## src/rtl/alu_core.sv

```systemverilog
// rtl/alu_core.sv - 32-bit integer ALU: pass, add, sub, signed compare; result registered one cycle after inputs.
module alu_core #(
    parameter int DATA_WIDTH = 32
) (
    input  logic                  clk,
    input  logic                  rstn,
    input  logic [2:0]            ctrl,
    input  logic [DATA_WIDTH-1:0] in0,
    input  logic [DATA_WIDTH-1:0] in1,
    output logic [DATA_WIDTH-1:0] out
);

    localparam logic [2:0] OP_ID0  = 3'd0;
    localparam logic [2:0] OP_ADD  = 3'd1;
    localparam logic [2:0] OP_SUB  = 3'd2;
    localparam logic [2:0] OP_EQ   = 3'd3;
    localparam logic [2:0] OP_LT   = 3'd4;
    localparam logic [2:0] OP_GE   = 3'd5;

    logic [DATA_WIDTH-1:0] w_result;
    logic [DATA_WIDTH-1:0] r_out;
    logic                  w_eq;
    logic                  w_lt;

    // Compare directly on signed operands so overflow of in0-in1 cannot flip the answer.
    assign w_eq = (in0 == in1);
    assign w_lt = ($signed(in0) < $signed(in1));

    always_comb begin
        w_result = '0;
        case (ctrl)
            OP_ID0:  w_result = in0;
            OP_ADD:  w_result = in0 + in1;
            OP_SUB:  w_result = in0 - in1;
            OP_EQ:   w_result = {{(DATA_WIDTH-1){1'b0}}, w_eq};
            OP_LT:   w_result = {{(DATA_WIDTH-1){1'b0}}, w_lt};
            OP_GE:   w_result = {{(DATA_WIDTH-1){1'b0}}, ~w_lt};
            default: w_result = '0;
        endcase
    end

    always_ff @(posedge clk or negedge rstn) begin
        if (!rstn) begin
            r_out <= '0;
        end else begin
            r_out <= w_result;
        end
    end

    assign out = r_out;

endmodule

```

## config.mk

```make
export PLATFORM = sky130hd
export DESIGN_NAME = alu_core
export DESIGN_NICKNAME = d
export VERILOG_FILES = /design/src/rtl/alu_core.sv
export SDC_FILE = /design/constraint.sdc
export NUM_CORES = 1
export LEC_CHECK = 0
export CAP_MARGIN = 20
export CORE_MARGIN = 4
export CORE_UTILIZATION = 45
export DETAILED_ROUTE_END_ITERATION = 10
export DONT_BUFFER_PORTS = 1
export HOLD_SLACK_MARGIN = 0.1
export PLACE_DENSITY = 0.61
export RECOVER_POWER = 50
export SYNTH_ARGS = -nofsm -noshare
export SYNTH_HDL_FRONTEND = slang
export SYNTH_SLANG_ARGS = --single-unit
```

## constraint.sdc

```tcl
create_clock -name clk -period 1.1 [get_ports clk]
set_clock_uncertainty 0.05 [all_clocks]
set_input_delay 0.11 -clock clk [delete_from_list [all_inputs] [get_ports clk]]
set_output_delay 0.11 -clock clk [all_outputs]
set_load 0.1 [all_outputs]
```

**Word level (Yosys, flattened, before mapping)**

Cells that the tools add are included.

- Bitwise operators: 1
- Add/subtract/negate cells: 2
- Reductions and logical operators: 1
- Magnitude comparators: 1
- Multiplexer cells: 1
- Equality and inequality tests: 6

Operators by type and width:

| kind | number |
|---|---|
| $pmux W32 S6 | 1 |
| $add A32 B32 Y32 | 1 |
| $eq A32 B32 Y1 | 1 |
| $lt A32 B32 Y1 | 1 |
| $sub A32 B32 Y32 | 1 |
| $eq A3 B2 Y1 const B | 2 |
| $eq A3 B3 Y1 const B | 2 |
| $eq A3 B1 Y1 const B | 1 |
| $logic_not A3 Y1 | 1 |
| $not A1 Y1 | 1 |

- Flip-flop bits (word level): 32

**Logic depth before layout (Yosys ltp)**

Gate-level depths: netlist of the first run.

- Word-level depth: 3
- Mapped depth: 12
- Depth with buffers taken out: 12

**Worst setup path before layout of the first run**

OpenSTA, ideal clock, no wires.

- Kind: input to register
- From: in in0[0]
- To: reg r_out[0] (netlist: out[0])
- Buffers on the path: 0
- Arrival time: 2.402 ns
- Stages: 12
- Slack: -1.478 ns
- Cell sequence: inv_1 -> ha_1 -> inv_1 -> fa_1 -> a21oi_2 -> o211ai_2 -> a211oi_2 -> a211oi_1 -> o21a_2 -> a2111oi_4 -> mux2i_1 -> a311o_1

- Longest elaborated chain between the ends: 3
- Elaborated cells on any way between the ends: 6
- Classes of those cells: add/sub: 2; order compare: 1; eq/ne: 1; mux: 1; bitwise: 1

Ends and longest elaborated chain:

| element | line | text |
|---|---|---|
| from (decl) | 8 | `input logic [DATA_WIDTH-1:0] in0,` |
| $lt A32 B32 Y1 | 27 | `assign w_lt = ($signed(in0) < $signed(in1));` |
| $not A1 Y1 | 37 | `OP_GE: w_result = {{(DATA_WIDTH-1){1'b0}}, ~w_lt};` |
| $pmux W32 S6 (*) | 31 | `case (ctrl)` |
| named net w_result[0] | 20 | `logic [DATA_WIDTH-1:0] w_result;` |
| to (signal assigned) | 46 | `r_out <= w_result;` |
| to (decl) | 21 | `logic [DATA_WIDTH-1:0] r_out;` |

Mark *: on every way through the listed nets, which the timed path passes. The rest lies on a longest branch.

**Worst setup path after layout of the first run**

- From: in in0[0]
- To: reg r_out[30] (netlist: out[30])

- Longest elaborated chain between the ends: 2
- Elaborated cells on any way between the ends: 3
- Classes of those cells: add/sub: 2; mux: 1

Ends and longest elaborated chain:

| element | line |
|---|---|
| $sub A32 B32 Y32 or $add A32 B32 Y32 (tied branches) | 34, 33 |
| $pmux W32 S6 (*) | 31 |
| named net w_result[30] | 20 |

Marked as above.

==> out/qor.yml, run 1 <==
cp_top_family: "compound AO/OA/AOI/OAI gates"
path_cells: "ha_4 > fa_2 > nor2b_4 > o211ai_1 > a31oi_2 > a211oi_2 > buf_4 > nor2_4 > buf_6 > a211oi_4 > nor4b_2 > a2bb2oi_2"
worst_pin_slew_ps: 594.4
drtIter0Drc: 715
rsz0062_at_grt: "yes"
worstPathArrival_ps: 2370
ios: 101
largest_reg_flops: 32
power_frac_clock_pct: 16.0
core_area_um2: 10980
syn_inst: 701
yosys.area.top_type: "dfrtp_1"
synth_edf_count: 0
power_density_nw_per_um2: 1033
cts_buffer_depth: 2
final.period_utilization_pct: 203.3
hold_viol_final: 0
wl_um: 26180
ys_seq_area_share_pct: 15.63
setup_viol: 31
clkSinkCount: 32
grt_max_degree: 33
critPathLaunchType: "input port"
wl_per_cell_um: 23.38
nets: 1113
slew_headroom_pct: 60.20
fp.dieW_um: 114.7
p_sw_share_pct: 46.80
avgSynthCellArea_um2: 7.311
drcViolationCount: 0
outcome: "complete, but fails checks"
max_stage_delay_ps: 350
global_route.usage.total_pct: 35.37
yosys_warnings: 0
antenna_found_initial: 0
synthesis.area_um2: 5125
stdcell_area_um2: 9240
grt-ovfl-total: 0
crit_fanout: 3
vias: 7409
grt_pass1_vias: 7279
critical_path_required_ps: 1230
drtAntennaViolNets: 0
netlist.area_leader.share_pct: 15.63
irDropWorstVdd_v: 0.0009078
leakage_nw: 4.215
synth_seq_cells: 32
place_congestion: 0.9733
p_seq_share_pct: 15.6
violations: "setup timing"
dp_slack_ps: -1469
syn-num-nets: 835
maxCapViolations: 0
p_sw_mw: 4.468
multi_input_area_um2: 4848
dpl.hpwl_um: 17080
crit_type: "in2reg"
start_util_pct: 46.66
synthTopCellsByArea: "dfrtp_1, ha_1, a21oi_1"
clock.fmax_ghz: 0.4471
layout-drive-gt1-share_pct: 46.73
path_buf_inv: 2
drv_slew: 0
fin_ws_ps: -1137
cts_tree: "done"
final-seq-area_um2: 800.8
end_kind: "flip-flop"
chipHeight_um: 114.7
cts-htree-levels: 2
async_flop_share_pct: 100.0
synth_cell_types: 75
syn_to_final_growth_pct: 80.30
via_per_inst: 6.615
clkSlewWorstSetupHoldPaths_ps: 60
crit_path_top_delay_cell: "fa_2"
n_fill_cell: 622
dieArea_um2: 13160
synth_ff_type: "dfrtp_1"
internal-power_mw: 5.078
drt_pass1_iterations: 5
place_area_um2: 7923
period_minus_slack_ps: 2237
hp-class: "in2reg"
cts_root_buf: "clkbuf_16"
row_count: 38
grt_pass1_wl_um: 36920
power_frac_comb_pct: 68.4
diodes: 0
port_buffers: 0
numCtsBuffers: 5
-- cell usage in the layout, fill, tap and decap left out, types with 7 or more instances in the layout --
| cell | count |
|---|---|
| a21o_1 | 16 |
| a21oi_1 | 51 |
| a21oi_2 | 18 |
| a221o_1 | 15 |
| a221oi_2 | 8 |
| a22o_1 | 11 |
| buf_12 | 34 |
| buf_4 | 231 |
| buf_6 | 15 |
| dfrtp_1 | 32 |
| dlygate4sd3_1 | 30 |
| ha_1 | 44 |
| ha_4 | 18 |
| inv_1 | 50 |
| inv_2 | 11 |
| nand2_1 | 56 |
| nand3_1 | 8 |
| nand4_1 | 10 |
| nor2_1 | 62 |
| nor2_2 | 8 |
| nor3_1 | 7 |
| o211ai_1 | 10 |
| o21ai_0 | 17 |
| o21ai_1 | 11 |
| o21ai_2 | 9 |
| o21bai_1 | 9 |
-- worst paths after layout --
check	start	to	slack, ps	cells after the start
max in group asynchronous	rstn	out[16]	200	2
min in group asynchronous	rstn	out[31]	400	2
worst min-delay path	in0[29]	out[29]	50	3
worst max-delay path	in0[0]	out[30]	-1140	12
-- power by group through the flow --
| stage | combinational (mW) | clock (mW) | sequential [mW] |
|---|---|---|---|
| 6_report | 6.53 | 1.53 | 1.49 |
| 5_1_grt | 6.80 | 1.58 | 1.50 |
| 4_1_cts | 5.93 | 1.51 | 1.49 |
| 3_5_place_dp | 5.47 | 0 | 1.51 |
| 3_3_place_gp | 5.38 | 0 | 1.50 |
| 2_1_floorplan | 2.10 | 0 | 2.59 |
-- cells by family after synthesis --
kind of cell / synth area share [%]
flops: 15.63
mux: 0.3906
buf+inv: 8.521
compound gates: 39.75
fa+ha+maj: 16.16
xor+xnor: 0.8545
simple gates: 18.70
-- layer usage --
metal  GRT usage (%)  vias up  wire [µm]
met5               0        -          0
met4           18.70        0       2130
met3           5.867      206       2572
met2           62.24      601      12470
met1           41.01     3446       9003
li1                -     3156          -
-- layout make-up --
type                       count  share of cell area, %
inverter                      69                  3.791
tap                          140                  1.896
multi-input combinational    558                  52.47
timing repair buffer         313                  31.56
clock inverter                 2                 0.1083
clock buffer                   6                  1.503
sequential                    32                  8.666
-- repair_timing --
item,in CTS,in global routing
pin swaps,38,76
hold buffers,31,2
endpoints found under the setup margin,30,32
endpoints found under the hold margin,63,2
buffers inserted,8,28
gates resized for setup,72,65
-- through the flow --
stage / TNS [ps] / hold slack [ps] / power (mW) / utilization [%] / std cells
finish: -26110 / 52.11 / 9.547 / 84.13 / 1120
global route: -29390 / 101.7 / 9.884 / 84.13 / 1120
CTS: -22840 / -90.24 / 8.933 / 79.98 / 1099
detailed placement: -34750 / -234.3 / 6.981 / 72.13 / 1052
global placement: -33680 / -234.3 / 6.882 / 72.13 / 1052
floorplan: -25300 / -235.6 / 4.687 / - / 701
-- cell usage after synthesis (8+ instances only) --
library cell  instances
a211oi_1              9
a21o_1               16
a21oi_1              72
a221o_1              15
a221oi_1             10
a22o_1               11
clkbuf_1             32
dfrtp_1              32
ha_1                 63
inv_1                69
nand2_1              58
nand2b_1              8
nand3_1              10
nand4_1              10
nor2_1               72
nor2b_1               9
nor3_1               10
o211ai_1             10
o21ai_0              38
o21bai_1             12
o221ai_1             11
(Power assumes the default switching activity.)
==> run 2, diff against run 1 <==
- ABC_AREA: unset -> 1
==> out/qor.yml, run 2 <==
outcome: "complete, but fails checks"
violations: "setup timing"
critical_path_required_ps: 1220
drt_pass1_iterations: 5
slew_headroom_pct: 60.74
hold_viol_final: 0
port_buffers: 0
startpoint: "in1[1]"
layout-drive-gt1-share_pct: 41.20
grt_pass1_vias: 8185
chipHeight_um: 127.5
power_density_nw_per_um2: 858.8
hp-class: "in2reg"
synth_seq_cells: 32
end_kind: "flip-flop"
syn_to_final_growth_pct: 73.31
via_per_inst: 5.246
row_count: 43
wl_um: 28280
final.setup.tns_ps: -8304
crit_end: "out[11]"
antenna_found_initial: 0
cts_buffer_depth: 2
clkSlewWorstSetupHoldPaths_ps: 60
dpl.hpwl_um: 21010
yosys.area.top_type: "nand2_1"
ios: 101
synthTopCellsByCount: "nand2_1, inv_1, nand3_1, nor2_1, ha_1"
drv_slew: 0
crit_path_top_delay_cell: "ha_4"
yosys_warnings: 0
diodes: 0
crit_cells: 12
avgSynthCellArea_um2: 5.290
rsz0062_at_grt: "yes"
fp.dieW_um: 127.5
drcViolationCount: 0
global_route.usage.total_pct: 32.28
grt-ovfl-total: 0
async_flop_share_pct: 100.0
cts_tree: "done"
grt_max_degree: 33
synth_cell_types: 38
clkSinkCount: 32
synth_edf_count: 0
wl_per_cell_um: 17.24
final_cell_mix: "nand2_1, inv_1, buf_4, nand3_1, nand2_2"
fin_ws_ps: -422.9
path_cells: "clkinvlp_4 > ha_4 > inv_2 > nand2_2 > nand2_4 > and2_4 > nand2_1 > nand3b_1 > buf_6 > or2_1 > nand3_2 > nand3_1"
numCtsBuffers: 5
nets: 1594
netlist.area_leader.share_pct: 26.65
syn-num-nets: 1348
cts-htree-levels: 2
setup_viol: 30
grt_pass1_wl_um: 41250
period_minus_slack_ps: 1523
layout_commonest_cell: "nand2_1"
final.period_utilization_pct: 138.4
synthTopCellsByArea: "nand2_1, inv_1, dfrtp_1"
cts_root_buf: "clkbuf_16"
irDropWorstVdd_v: 0.0006447
start_util_pct: 46.09
synth_ff_type: "dfrtp_1"
crit_fanout: 3
yosysMostFrequentCell: "nand2_1"
cp_top_family: "simple AND/OR/NAND/NOR gates"
worst_pin_slew_ps: 588.9
placedCellCount: 1571
clock.fmax_ghz: 0.6566
crit_type: "in2reg"
finalNonFillerCells: 1641
leakage_nw: 5.987
critPathLaunchType: "input port"
largest_reg_flops: 32
syn_inst: 1214
max_stage_delay_ps: 290
core_area_um2: 13930
ys_seq_area_share_pct: 12.47
vias: 8609
place_congestion: 0.9849
drtAntennaViolNets: 0
dieArea_um2: 16250
worstPathArrival_ps: 1650
maxCapViolations: 0
drtIter0Drc: 686
path_buf_inv: 3
synthesis.area_um2: 6422
-- run 2: cell count changes after synthesis, moves of 11 or more --
cell | before | now
inv_1 | 69 | 262
a21oi_1 | 72 | 54
a21o_1 | 16 | 1
nand2_1 | 58 | 456
o221ai_1 | 11 | 0
nand3_1 | 10 | 127
clkbuf_1 | 32 | 5
o21ai_0 | 38 | 22
a221o_1 | 15 | 0
a22o_1 | 11 | 0
-- run 2: routing by layer --
layer	GRT usage [%]	vias up	share of wire, %
met1	43.96	3954	42
met2	49.49	394	45
li1	-	4187	-
met4	10.79	0	3.2
met5	0	-	0
met3	8.570	74	9.0
-- run 2: power breakdown --
| group | total [mW] | switching, mW | internal, mW |
|---|---|---|---|
| combinational | 6.56 | 3.87 | 2.69 |
| clock | 1.59 | 0.683 | 0.909 |
| sequential | 1.40 | 0.110 | 1.29 |
| total | 9.56 | 4.66 | 4.90 |
-- run 2: what timing repair did --
| item | CTS | global route |
|---|---|---|
| gates cloned | 0 | 0 |
| gates resized for setup | 117 | 227 |
| hold endpoints to repair | 64 | 0 |
| hold buffers | 37 | 0 |
| pin swaps | 56 | 105 |
| setup endpoints to repair | 31 | 34 |
| setup buffers | 5 | 25 |
-- run 2: area by class of cell --
cell class	instances	area [µm²]
Multi-Input combinational cell	884	6155
Fill cell	1011	2804
Timing Repair Buffer	269	2689
Inverter	268	1114
Sequential cell	32	802.0
Tap cell	180	225.2
Clock buffer	8	146.4
-- run 2: cell families after synthesis --
family / share of synthesized area [%]
compound gates: 7.910
buf+inv: 18.53
fa+ha+maj: 12.90
simple gates: 48.06
flops: 12.47
xor+xnor: 0.1364
-- run 2: how the worst min path moves through the flow --
stage | startpoint | end | slack [ps] | depth (start not counted)
6_report | in0[15] | out[15] | 120 | 3
5_1_grt | in0[15] | out[15] | 130 | 3
4_1_cts | in0[1] | out[1] | 100 | 3
3_5_place_dp | rstn | out[3] | -230 | 0
3_3_place_gp | rstn | out[2] | -230 | 0
2_1_floorplan | rstn | out[0] | -240 | 0
-- run 2: tightest hold or removal path, stage by stage --
cell and delay [ps]:
ha_4 150, o21ai_1 80, nand3_1 90
-- run 2: stage by stage --
stage                     utilization (%)  power, mW  hold slack (ps)  setup slack [ps]  area, µm²
after floorplan                         -      4.685           -235.6            -469.3       7147
after global routing                79.88      10.02            127.8            -473.6      11130
after CTS                           72.82      8.770            100.1            -296.9      10150
after global placement              65.44      6.705           -234.2            -718.7       9119
after detailed placement            65.44      6.738           -234.3            -734.3       9119
final                               79.88      9.559            118.1            -422.9      11130
